**config.mk**
```make
export PLATFORM = sky130hd
export DESIGN_NAME = div_16x8_seq
export DESIGN_NICKNAME = d
export VERILOG_FILES = /design/src/rtl/div_16x8_seq_pkg.sv /design/src/rtl/div_16x8_seq_step.sv /design/src/rtl/div_16x8_seq.sv
export SDC_FILE = /design/constraint.sdc
export NUM_CORES = 1
export LEC_CHECK = 0
export BUFFER_PORTS_ARGS = -buffer_cell sky130_fd_sc_hd__buf_2
export CAP_MARGIN = 20
export CORE_ASPECT_RATIO = 0.5
export CORE_UTILIZATION = 25
export DETAILED_ROUTE_END_ITERATION = 12
export SETUP_SLACK_MARGIN = 0.2
export SYNTH_ARGS = -nofsm -noshare
export SYNTH_HDL_FRONTEND = slang
export SYNTH_HIERARCHICAL = 1
export SYNTH_SLANG_ARGS = --single-unit
```
**constraint.sdc**
```tcl
create_clock -name clk -period 2.9 [get_ports clk]
set_input_delay 0.58 -clock clk [delete_from_list [all_inputs] [get_ports clk]]
set_output_delay 0.58 -clock clk [all_outputs]
set_load 0.01 [all_outputs]
```
**src/rtl/div_16x8_seq_pkg.sv**
```systemverilog
// Shared constants for the 16/8 sequential restoring divider.
package div_16x8_seq_pkg;

    typedef enum logic [1:0] {
        StIdle = 2'd0,
        StCalc = 2'd1,
        StDone = 2'd2
    } state_t;

    // Quotient reported for both divide-by-zero and quotient overflow
    localparam logic [7:0] ErrQuot = 8'hFF;
    localparam logic [7:0] OvfRem  = 8'h00;

endpackage

```
**src/rtl/div_16x8_seq_step.sv**
```systemverilog
// One combinational restoring-division step: shift in a dividend bit, trial-subtract the divisor.
module div_16x8_seq_step (
    input  logic [8:0] p,
    input  logic       bit_in,
    input  logic [7:0] divisor,
    output logic [8:0] p_next,
    output logic       qbit
);

    logic [8:0] t;

    always_comb begin
        t      = {p[7:0], bit_in};
        qbit   = (t >= {1'b0, divisor});
        p_next = qbit ? (t - {1'b0, divisor}) : t;
    end

endmodule

```
**src/rtl/div_16x8_seq.sv**
```systemverilog
// 16-bit by 8-bit sequential restoring divider with valid/ready handshakes and
// an optional mode that skips the last APPROX_LSB quotient iterations.
module div_16x8_seq
    import div_16x8_seq_pkg::*;
#(
    parameter int unsigned APPROX_LSB = 0
) (
    input  logic        clk,
    input  logic        rst_n,
    input  logic        in_valid,
    output logic        in_ready,
    input  logic [15:0] A,
    input  logic [7:0]  B,
    output logic        out_valid,
    input  logic        out_ready,
    output logic [7:0]  Q,
    output logic [7:0]  R,
    output logic        err
);

    localparam int unsigned N = 8 - APPROX_LSB;

    state_t     state;
    logic [8:0] p;
    logic [7:0] s;
    logic [7:0] b_q;
    logic [7:0] qacc;
    logic [3:0] cnt;

    logic [8:0] p_next;
    logic       qbit;
    logic [7:0] q_next;
    logic [7:0] q_final;

    div_16x8_seq_step u_step (
        .p       (p),
        .bit_in  (s[7]),
        .divisor (b_q),
        .p_next  (p_next),
        .qbit    (qbit)
    );

    // Only N bits are produced; the skipped LSBs end up as zeros after the shift
    always_comb begin
        q_next  = {qacc[6:0], qbit};
        q_final = q_next << APPROX_LSB;
    end

    always_ff @(posedge clk or negedge rst_n) begin
        if (!rst_n) begin
            state     <= StIdle;
            in_ready  <= 1'b1;
            out_valid <= 1'b0;
            Q         <= 8'h00;
            R         <= 8'h00;
            err       <= 1'b0;
            p         <= 9'h000;
            s         <= 8'h00;
            b_q       <= 8'h00;
            qacc      <= 8'h00;
            cnt       <= 4'd0;
        end else begin
            unique case (state)
                StIdle: begin
                    if (in_valid && in_ready) begin
                        b_q      <= B;
                        in_ready <= 1'b0;
                        if (B == 8'h00) begin
                            Q         <= ErrQuot;
                            R         <= A[7:0];
                            err       <= 1'b1;
                            out_valid <= 1'b1;
                            state     <= StDone;
                        end else if (A[15:8] >= B) begin
                            Q         <= ErrQuot;
                            R         <= OvfRem;
                            err       <= 1'b1;
                            out_valid <= 1'b1;
                            state     <= StDone;
                        end else begin
                            p     <= {1'b0, A[15:8]};
                            s     <= A[7:0];
                            qacc  <= 8'h00;
                            cnt   <= 4'd0;
                            err   <= 1'b0;
                            state <= StCalc;
                        end
                    end
                end
                StCalc: begin
                    p    <= p_next;
                    s    <= {s[6:0], 1'b0};
                    qacc <= q_next;
                    cnt  <= cnt + 4'd1;
                    if (cnt == 4'(N - 1)) begin
                        Q         <= q_final;
                        R         <= p_next[7:0];
                        out_valid <= 1'b1;
                        state     <= StDone;
                    end
                end
                StDone: begin
                    if (out_ready) begin
                        out_valid <= 1'b0;
                        in_ready  <= 1'b1;
                        state     <= StIdle;
                    end
                end
                default: begin
                    out_valid <= 1'b0;
                    in_ready  <= 1'b1;
                    state     <= StIdle;
                end
            endcase
        end
    end

endmodule
```
; ---- Word-level counts from Yosys, hierarchy flattened
; Index checks and enable logic that the tools add are counted.
[word_totals]
ff_bits = 56
inputBits = 28
out_inout_bits = 19
elab_cells = 79
[classes]
addsub = 2
magnitude_cmp = 2
eq_ne = 9
mux = 44
bitwise = 1
n_reduce_logical = 10
[op_table]
columns = cell, n
row1 = $mux 8, 15
row2 = $pmux 8 s2, 4
row3 = $mux 7, 3
row4 = $pmux 7 s2, 1
row5 = $mux 4, 3
row6 = $reduce_and 4->1, 3
row7 = $mux 2, 5
row8 = $ne 2x2->1 const B, 5
row9 = $ge 9x8->1, 1
row10 = $mux 1, 9
row11 = $ge 8x8->1, 1
row12 = $logic_not 8->1, 1
row13 = $pmux 4 s2, 1
row14 = $sub 8x8->8, 1
row15 = $pmux 1 s3, 2
row16 = $pmux 2 s3, 1
row17 = $reduce_and 3->1, 2
row18 = $add 4x1->4 const B, 1
row19 = $eq 4x3->1 const B, 1
row20 = $ne 3x3->1 const B, 1
row21 = $eq 2x1->1 const B, 1
row22 = $eq 2x2->1 const B, 1
row23 = $logic_not 2->1, 1
row24 = $reduce_and 2->1, 1
row25 = 3 further kinds, 3

; ---- Longest topological paths before layout
; Gate-level depths: netlist of the first run.
[logic_depth]
depth_word = 5
mapped_depth = 11
ltp_nobuf = 11

; ---- Modules after synthesis
; Netlist of the first run, hierarchy kept.
[by_module_without_submodules]
columns = module, n_inst, cells_per_inst, area_each_um2, seq_area_each_um2
row1 = div_16x8_seq, 1, 282, 2867.8, 1427.6
row2 = div_16x8_seq_step, 1, 76, 546.8, 0.0

; ---- Worst setup path after synthesis of the first run
; OpenSTA, ideal clock, no wires.
[synth_timing]
path_kind = register to register
startpoint = reg p[3]
endpoint = reg R[3]
setup_time_ns = 0.125
arrival_ns = 2.417
t_required_ns = 2.775
path_slack_ns = 0.358
path_stages_with_launch = 11
path_buffers = 1
synth_period_minus_slack_ns = 2.542
cell_sequence = dfrtp_1 ha_1 a21o_1 o21bai_1 a211o_1 or2_1 buf_6 mux2_4 nand2_1 nand2_1 mux2_4
[synth_between]
elab_chain_len = 4
[synth_rtl]
columns = element, line
row1 = "start, declared", div_16x8_seq.sv:24  ; logic [8:0] p;
row2 = "start signal, assigned", div_16x8_seq.sv:81  ; p <= {1'b0, A[15:8]};
row3 = "start signal, assigned", div_16x8_seq.sv:91  ; p <= p_next;
row4 = $ge 9x8->1, div_16x8_seq_step.sv:14  ; qbit = (t >= {1'b0, divisor});
row5 = named net qbit, div_16x8_seq.sv:31  ; logic qbit;
row6 = $mux 8, div_16x8_seq_step.sv:15  ; p_next = qbit ? (t - {1'b0, divisor}) : t;
row7 = named net p_next[3], div_16x8_seq.sv:30  ; logic [8:0] p_next;
row8 = $mux 8, div_16x8_seq.sv:95  ; if (cnt == 4'(N - 1)) begin
row9 = $pmux 8 s2, div_16x8_seq.sv:63  ; unique case (state)
row10 = "end signal, assigned", div_16x8_seq.sv:70  ; R <= A[7:0];
row11 = "end signal, assigned", div_16x8_seq.sv:76  ; R <= OvfRem;
row12 = "end signal, assigned", div_16x8_seq.sv:97  ; R <= p_next[7:0];
row13 = "end, declared", div_16x8_seq.sv:17  ; output logic [7:0] R,
; The timed path passes the listed nets, and every way through them passes these cells. The select of a mux whose other input is x is not followed.
; A chain may end at the register's enable or synchronous reset.

; ---- Worst setup path after layout of the first run
[layout_timing]
startpoint = reg p[3]
endpoint = reg p[3]
[layout_between]
elab_chain_len = 3
[layout_rtl]
columns = element, line
row1 = $ge 9x8->1, div_16x8_seq_step.sv:14
row2 = named net qbit, div_16x8_seq.sv:31
row3 = $mux 8, div_16x8_seq_step.sv:15
row4 = named net p_next[3], div_16x8_seq.sv:30
row5 = $pmux 8 s2, div_16x8_seq.sv:63
; The timed path passes the listed nets, and every way through them passes these cells.

==> metrics.csv, run 1 <==
stage;metric;value;unit
setup_path;critPathMostFrequentCell;nand2_1;
min_path;hold_class;in -> async;
synthesis;avgSynthCellArea;9.60;µm²
setup_path;worst_r2r_startpoint;p[3];
route;first_pass_iters;4;
route;wl_met1;3710;µm
route;wl_per_cell;13.6;µm
finish;fin_util;30.6;%
route;ant_nets;0;
placement;port_buffers;46;
clock_tree;htreeDepth;2;
timing;period_needed;2.56;ns
setup_path;crit_chain;ha_1 -> a21o_1 -> o21bai_1 -> a211o_1 -> or2_4 -> mux2_4 -> nand2_1 -> nand2_1 -> mux2_2;
floorplanning;start_util;25.9;%
setup_path;cpMaxStageDelayCell;dfrtp_1;
setup_path;critPathRequiredTime;3.09;ns
clock_tree;cts_tree;built;
finish;drive_gt1_share;26.9;%
setup_path;arrival;2.75;ns
timing;rsz0062_at_grt;no;
setup_path;critPathLaunch;p[3];
timing;drv_slew;0;
route;met2WireLength;3640;µm
run_status;status;finished clean;
global_routing;grt_util_all_layers;11.8;%
clock_tree;cts.sinks;56;
timing;min_period_over_period;88.3;%
setup_path;endpoint_kind;register;
power;vdd_ir_drop_max;0.182;mV
floorplanning;rows;29;
power;power;0.00152;W
setup_path;endpoint;p[3];
timing;max_slew_margin;54.1;%
route;top_layer_used;met4;
timing;skew;0.00401;ns
placement;hpwlAfterDp;5590;µm
synthesis;synth_area;3330;µm²
power;p_leak;1.84;nW
route;drt_iter0_drc;158;
flow_run;maxCapViolCount;0;
floorplanning;die-height;83.6;µm
setup_path;worstRegToRegCells;9;
finish;diodes;0;
power;p_per_area;386;nW/µm²
finish;final_common_cell;nand2_1;
timing;max_slew.worst_pin.slew;0.689;ns
global_routing;grt_pass1_vias;2516;
route;drc_errors;0;
finish;layout_common_cells;nand2_1, dfrtp_1, buf_2;
timing;hold_viol;0;
timing;tns;0;ns
setup_path;crit_path_max_fanout;5;
timing;finalSetupViolations;0;
setup_path;start_kind;register;
floorplanning;die_area;13800;µm²
clock_tree;path_clk_slew;0.08;ns
timing;fmax;391;MHz
floorplanning;io_pins;47;
setup_path;r2r_end;p[3];
floorplanning;fp.coreArea;12800;µm²
synthesis;synth_cells;347;
synthesis;ys_warn_count;6;
finish;fill_cells;1347;
clock_tree;cts-root-buf;clkbuf_16;
synthesis;syn_nets;393;
clock_tree;clock_latency;0.30;ns
setup_path;ff2ff_setup_slack;0.34;ns
placement;place.gp.congestion;0.862;
clock_tree;cts_buffers;5;
global_routing;grt_pass1_wl;12700;µm
route;dr_total_vias;2570;
floorplanning;die_x;165;µm
setup_path;worstSetupPathType;reg -> reg;
finish;syn_to_final_growth;17.8;%
setup_path;critPathMaxStageDelay;0.41;ns
route;wl_met3;213;µm
clock_tree;max-clock-path-buffers;2;
global_routing;grt_max_degree;37;
finish;nets;443;
route;via_per_inst;4.52;
global_routing;antenna_found_initial;0;
route;routed_wirelength;7700;µm
global_routing;overflow;0;
==> stage by stage <==
| step | std cells | setup WS [ns] | area [µm²] | hold WS [ns] |
|---|---|---|---|---|
| global placement | 556 | 0.202 | 3740 | 0.469 |
| detailed placement | 556 | 0.149 | 3740 | 0.469 |
| global route | 568 | 0.237 | 3930 | 0.363 |
| floorplan | 347 | 0.368 | 3330 | 0.284 |
| CTS | 564 | 0.257 | 3890 | 0.344 |
| finish | 568 | 0.339 | 3930 | 0.318 |
==> what timing repair did <==
| item | 4_1_cts | 5_1_grt |
|---|---|---|
| endpoints found under the setup margin | 8 | 6 |
| gates cloned | 0 | 1 |
| hold buffers | 0 | 0 |
| pin swaps | 0 | 2 |
| resized for setup | 1 | 1 |
| setup buffers | 0 | 3 |
==> sequential cells by signal (all words and copies together) (netlist names) <==
| name | flops |
|---|---|
| Q | 8 |
| R | 8 |
| b_q | 8 |
| p | 8 |
| s | 8 |
| qacc | 7 |
| cnt | 4 |
| state | 2 |
| err | 1 |
| in_ready | 1 |
| out_valid | 1 |
==> critical path, delay by kind of cell (launching register included) <==
family          cells  cell delay, ns
mux                 2            0.56
simple gates        3            0.43
flops               1            0.41
fa+ha+maj           1            0.35
compound gates      3            0.70
==> report_power, final <==
| group | internal (W) | switching (W) | leakage [nW] |
|---|---|---|---|
| sequential | 0.000780 | 0 | 0.601 |
| combinational | 0.0000359 | 0.0000590 | 1.17 |
| clock | 0.000329 | 0.000312 | 0.0719 |
| total | 0.00114 | 0.000371 | 1.84 |
==> worst min path at each step <==
| stage | end | from | slack [ns] |
|---|---|---|---|
| after global placement | out_valid | out_valid | 0.47 |
| after detailed placement | cnt[3] | cnt[3] | 0.47 |
| after global routing | R[7] | rst_n | 0.36 |
| final | R[7] | rst_n | 0.32 |
| after CTS | R[7] | rst_n | 0.34 |
| after floorplan | Q[0] | rst_n | 0.28 |
==> per-layer routing <==
metal / track usage [%] / up-vias
met5: 0 / -
met4: 3.84 / 0
met3: 2.19 / 9
met2: 19.0 / 41
met1: 15.7 / 1251
li1: - / 1269
==> area by class of cell <==
cell class | count | area, µm² | area share (%)
inverters | 30 | 113 | 2.87
repair buffers | 56 | 318 | 8.10
well taps | 170 | 213 | 5.42
clock inverters | 3 | 27.5 | 0.701
multi-input cells | 248 | 1730 | 44.0
clock buffers | 5 | 125 | 3.19
flip-flops and latches | 56 | 1400 | 35.7
Power figures use the tool's default switching activity.
==> inputs of run 2 (changes only) <==
- ABC_AREA: not set -> 1
- REMOVE_ABC_BUFFERS: not set -> 1
==> run 2 against run 1 <==
Synthesized area rose by 10%. Fmax rose by 17%. Critical path depth rose by 2. Non-clock buffer count fell by 2. Sequential power rose by 79%. Synthesized cell count rose by 40%. Critical path type unchanged. Highest routed layer is now met5.
==> metrics.csv, run 2 <==
stage;metric;value;unit;change
run_status;status;finished clean;;
route;first_pass_iters;4;;unchanged
global_routing;grt_util_all_layers;12.5;%;+0.75 points
timing;skew;0.00770;ns;+0.00369 ns
flow_run;maxCapViolCount;0;;unchanged
synthesis;ys_warn_count;6;;unchanged
setup_path;endpoint_kind;register;;
clock_tree;hold_buffers;0;;unchanged
min_path;hold_class;in -> async;;
setup_path;critPathMostFrequentCell;nand2_1;;
setup_path;worstRegToRegCells;11;;+2
setup_path;crit_family;simple AND/OR/NAND/NOR gates;;
route;drt_iter0_drc;176;;+11%
power;p_sw;0.00257;W;+590%
setup_path;arrival;2.37;ns;-0.38 ns
setup_path;cp.depth;11;;+2
clock_tree;clock_latency;0.30;ns;about the same
floorplanning;die-height;87.7;µm;+4.8%
floorplanning;fp.coreArea;13900;µm²;+8.4%
timing;fin_ws;0.720;ns;+0.380 ns
finish;layout_common_cells;nand2_1, dfrtp_1, inv_1;;
setup_path;crit_path_max_fanout;10;;+5
power;p_int;0.00275;W;+140%
global_routing;grt_max_degree;25;;-32%
finish;design_area;4250;µm²;+8.3%
setup_path;start_kind;register;;
power;power_frac_seq;26.3;%;-25 points
placement;post_dp_cell_area;4070;µm²;+8.8%
global_routing;overflow;0;;unchanged
global_routing;grt_pass1_vias;2953;;+17%
route;dr_total_vias;3105;;+21%
power;p_leak;2.32;nW;+26%
placement;place.gp.congestion;0.833;;-3.3%
finish;diodes;0;;unchanged
timing;hold_viol;0;;unchanged
floorplanning;rows;30;;+3.4%
placement;pre_cts_ws;0.676;ns;+0.527 ns
synthesis;synth_cells;485;;+40%
synthesis;avgSynthCellArea;7.56;µm²;-21%
clock_tree;htreeDepth;2;;unchanged
global_routing;antenna_found_initial;1;;+1
finish;final_common_cell;nand2_1;;
floorplanning;start_util;26.3;%;+0.41 points
clock_tree;cts_buffers;5;;unchanged
power;switching_share;48.3;%;+24 points
route;via_per_inst;4.31;;-4.8%
setup_path;crit_chain;ha_1 -> nand2_1 -> nand2_1 -> a21oi_4 -> nand4_4 -> nand2_1 -> nand2_1 -> nand2_1 -> o31ai_1 -> nand3_2 -> nand2_1;;
clock_tree;cts_tree;built;;
power;vdd_ir_drop_max;0.406;mV;+120%
route;routed_wirelength;9010;µm;+17%
setup_path;worstSetupPathType;reg -> reg;;
timing;period_needed;2.18;ns;-0.380 ns
clock_tree;cts.sinks;56;;unchanged
floorplanning;io_pins;47;;unchanged
placement;hpwlAfterDp;7010;µm;+25%
setup_path;critPathLaunch;p[5];;
synthesis;synth_area;3670;µm²;+10%
power;clkPwrFrac;14.6;%;-28 points
timing;finalSetupViolations;0;;unchanged
timing;min_period_over_period;75.2;%;-13 points
power;p_per_area;1250;nW/µm²;+220%
timing;max_slew.worst_pin.slew;0.484;ns;-0.206 ns
setup_path;critPathRequiredTime;3.09;ns;about the same
finish;drive_gt1_share;22.1;%;-4.8 points
floorplanning;die_x;173;µm;+4.9%
setup_path;critPathBufInv;0;;unchanged
route;ant_nets;0;;unchanged
clock_tree;cts_setup_buffers;0;;unchanged
finish;fill_cells;1496;;+11%
clock_tree;max-clock-path-buffers;2;;unchanged
route;wl_per_cell;12.5;µm;-7.9%
timing;rsz0062_at_grt;no;;
timing;tns;0;ns;unchanged
placement;port_buffers;46;;unchanged
setup_path;worst_r2r_startpoint;p[5];;
clock_tree;cts-root-buf;clkbuf_16;;
timing;max_slew_margin;67.6;%;+14 points
finish;fin_cells;721;;+27%
setup_path;critPathMaxStageDelay;0.42;ns;about the same
finish;syn_to_final_growth;15.9;%;
global_routing;grt_pass1_wl;14900;µm;+18%
power;power_frac_comb;59.0;%;+53 points
clock_tree;path_clk_slew;0.08;ns;about the same
finish;nets;575;;+30%
timing;drv_slew;0;;unchanged
placement;dp_cells;714;;+28%
setup_path;cpMaxStageDelayCell;dfrtp_1;;
clock_tree;ctsResizeCount;0;;-1
route;drc_errors;0;;unchanged
timing;fmax;459;MHz;+17%
floorplanning;die_area;15200;µm²;+10%
## run 2: area by class of cell
type | count | area [µm²] | area share [%]
Clock inverter | 2 | 60.1 | 1.41
Inverter | 54 | 203 | 4.77
Sequential cell | 56 | 1400 | 33.0
Clock buffer | 5 | 125 | 2.94
Multi-Input combinational cell | 358 | 1930 | 45.4
Tap cell | 192 | 240 | 5.65
Timing Repair Buffer | 54 | 290 | 6.83
## run 2: worst paths after layout
check | to | slack, ns
max | R[3] | 0.72
min | b_q[5] | 0.16
max reg2reg | R[3] | 0.72
min reg2reg | Q[6] | 0.47
max in group asynchronous | in_ready | 2.06
min in group clk | Q[6] | 0.47
## run 2: power groups by stage
stage / logic [W] / clock network (W) / registers, W
CTS: 0.00317 / 0.000790 / 0.00140
global placement: 0.00313 / 0 / 0.00141
finish: 0.00314 / 0.000779 / 0.00140
floorplan: 0.00228 / 0 / 0.00142
detailed placement: 0.00316 / 0 / 0.00142
global route: 0.00362 / 0.000817 / 0.00145
## run 2: layer usage
metal,vias up,wire (µm),GRT usage (%)
li1,1621,-,-
met1,1423,4400,16.7
met2,55,4060,21.1
met3,4,481,2.56
met4,2,51,2.74
met5,-,12,0
## run 2: per-stage QoR
step	hold slack (ns)	util, %	power (W)
after detailed placement	0.454	29.2	0.00457
after global placement	0.453	29.2	0.00454
after CTS	0.173	30.5	0.00536
after global routing	0.183	30.5	0.00589
final	0.164	30.5	0.00532
after floorplan	0.284	-	0.00371
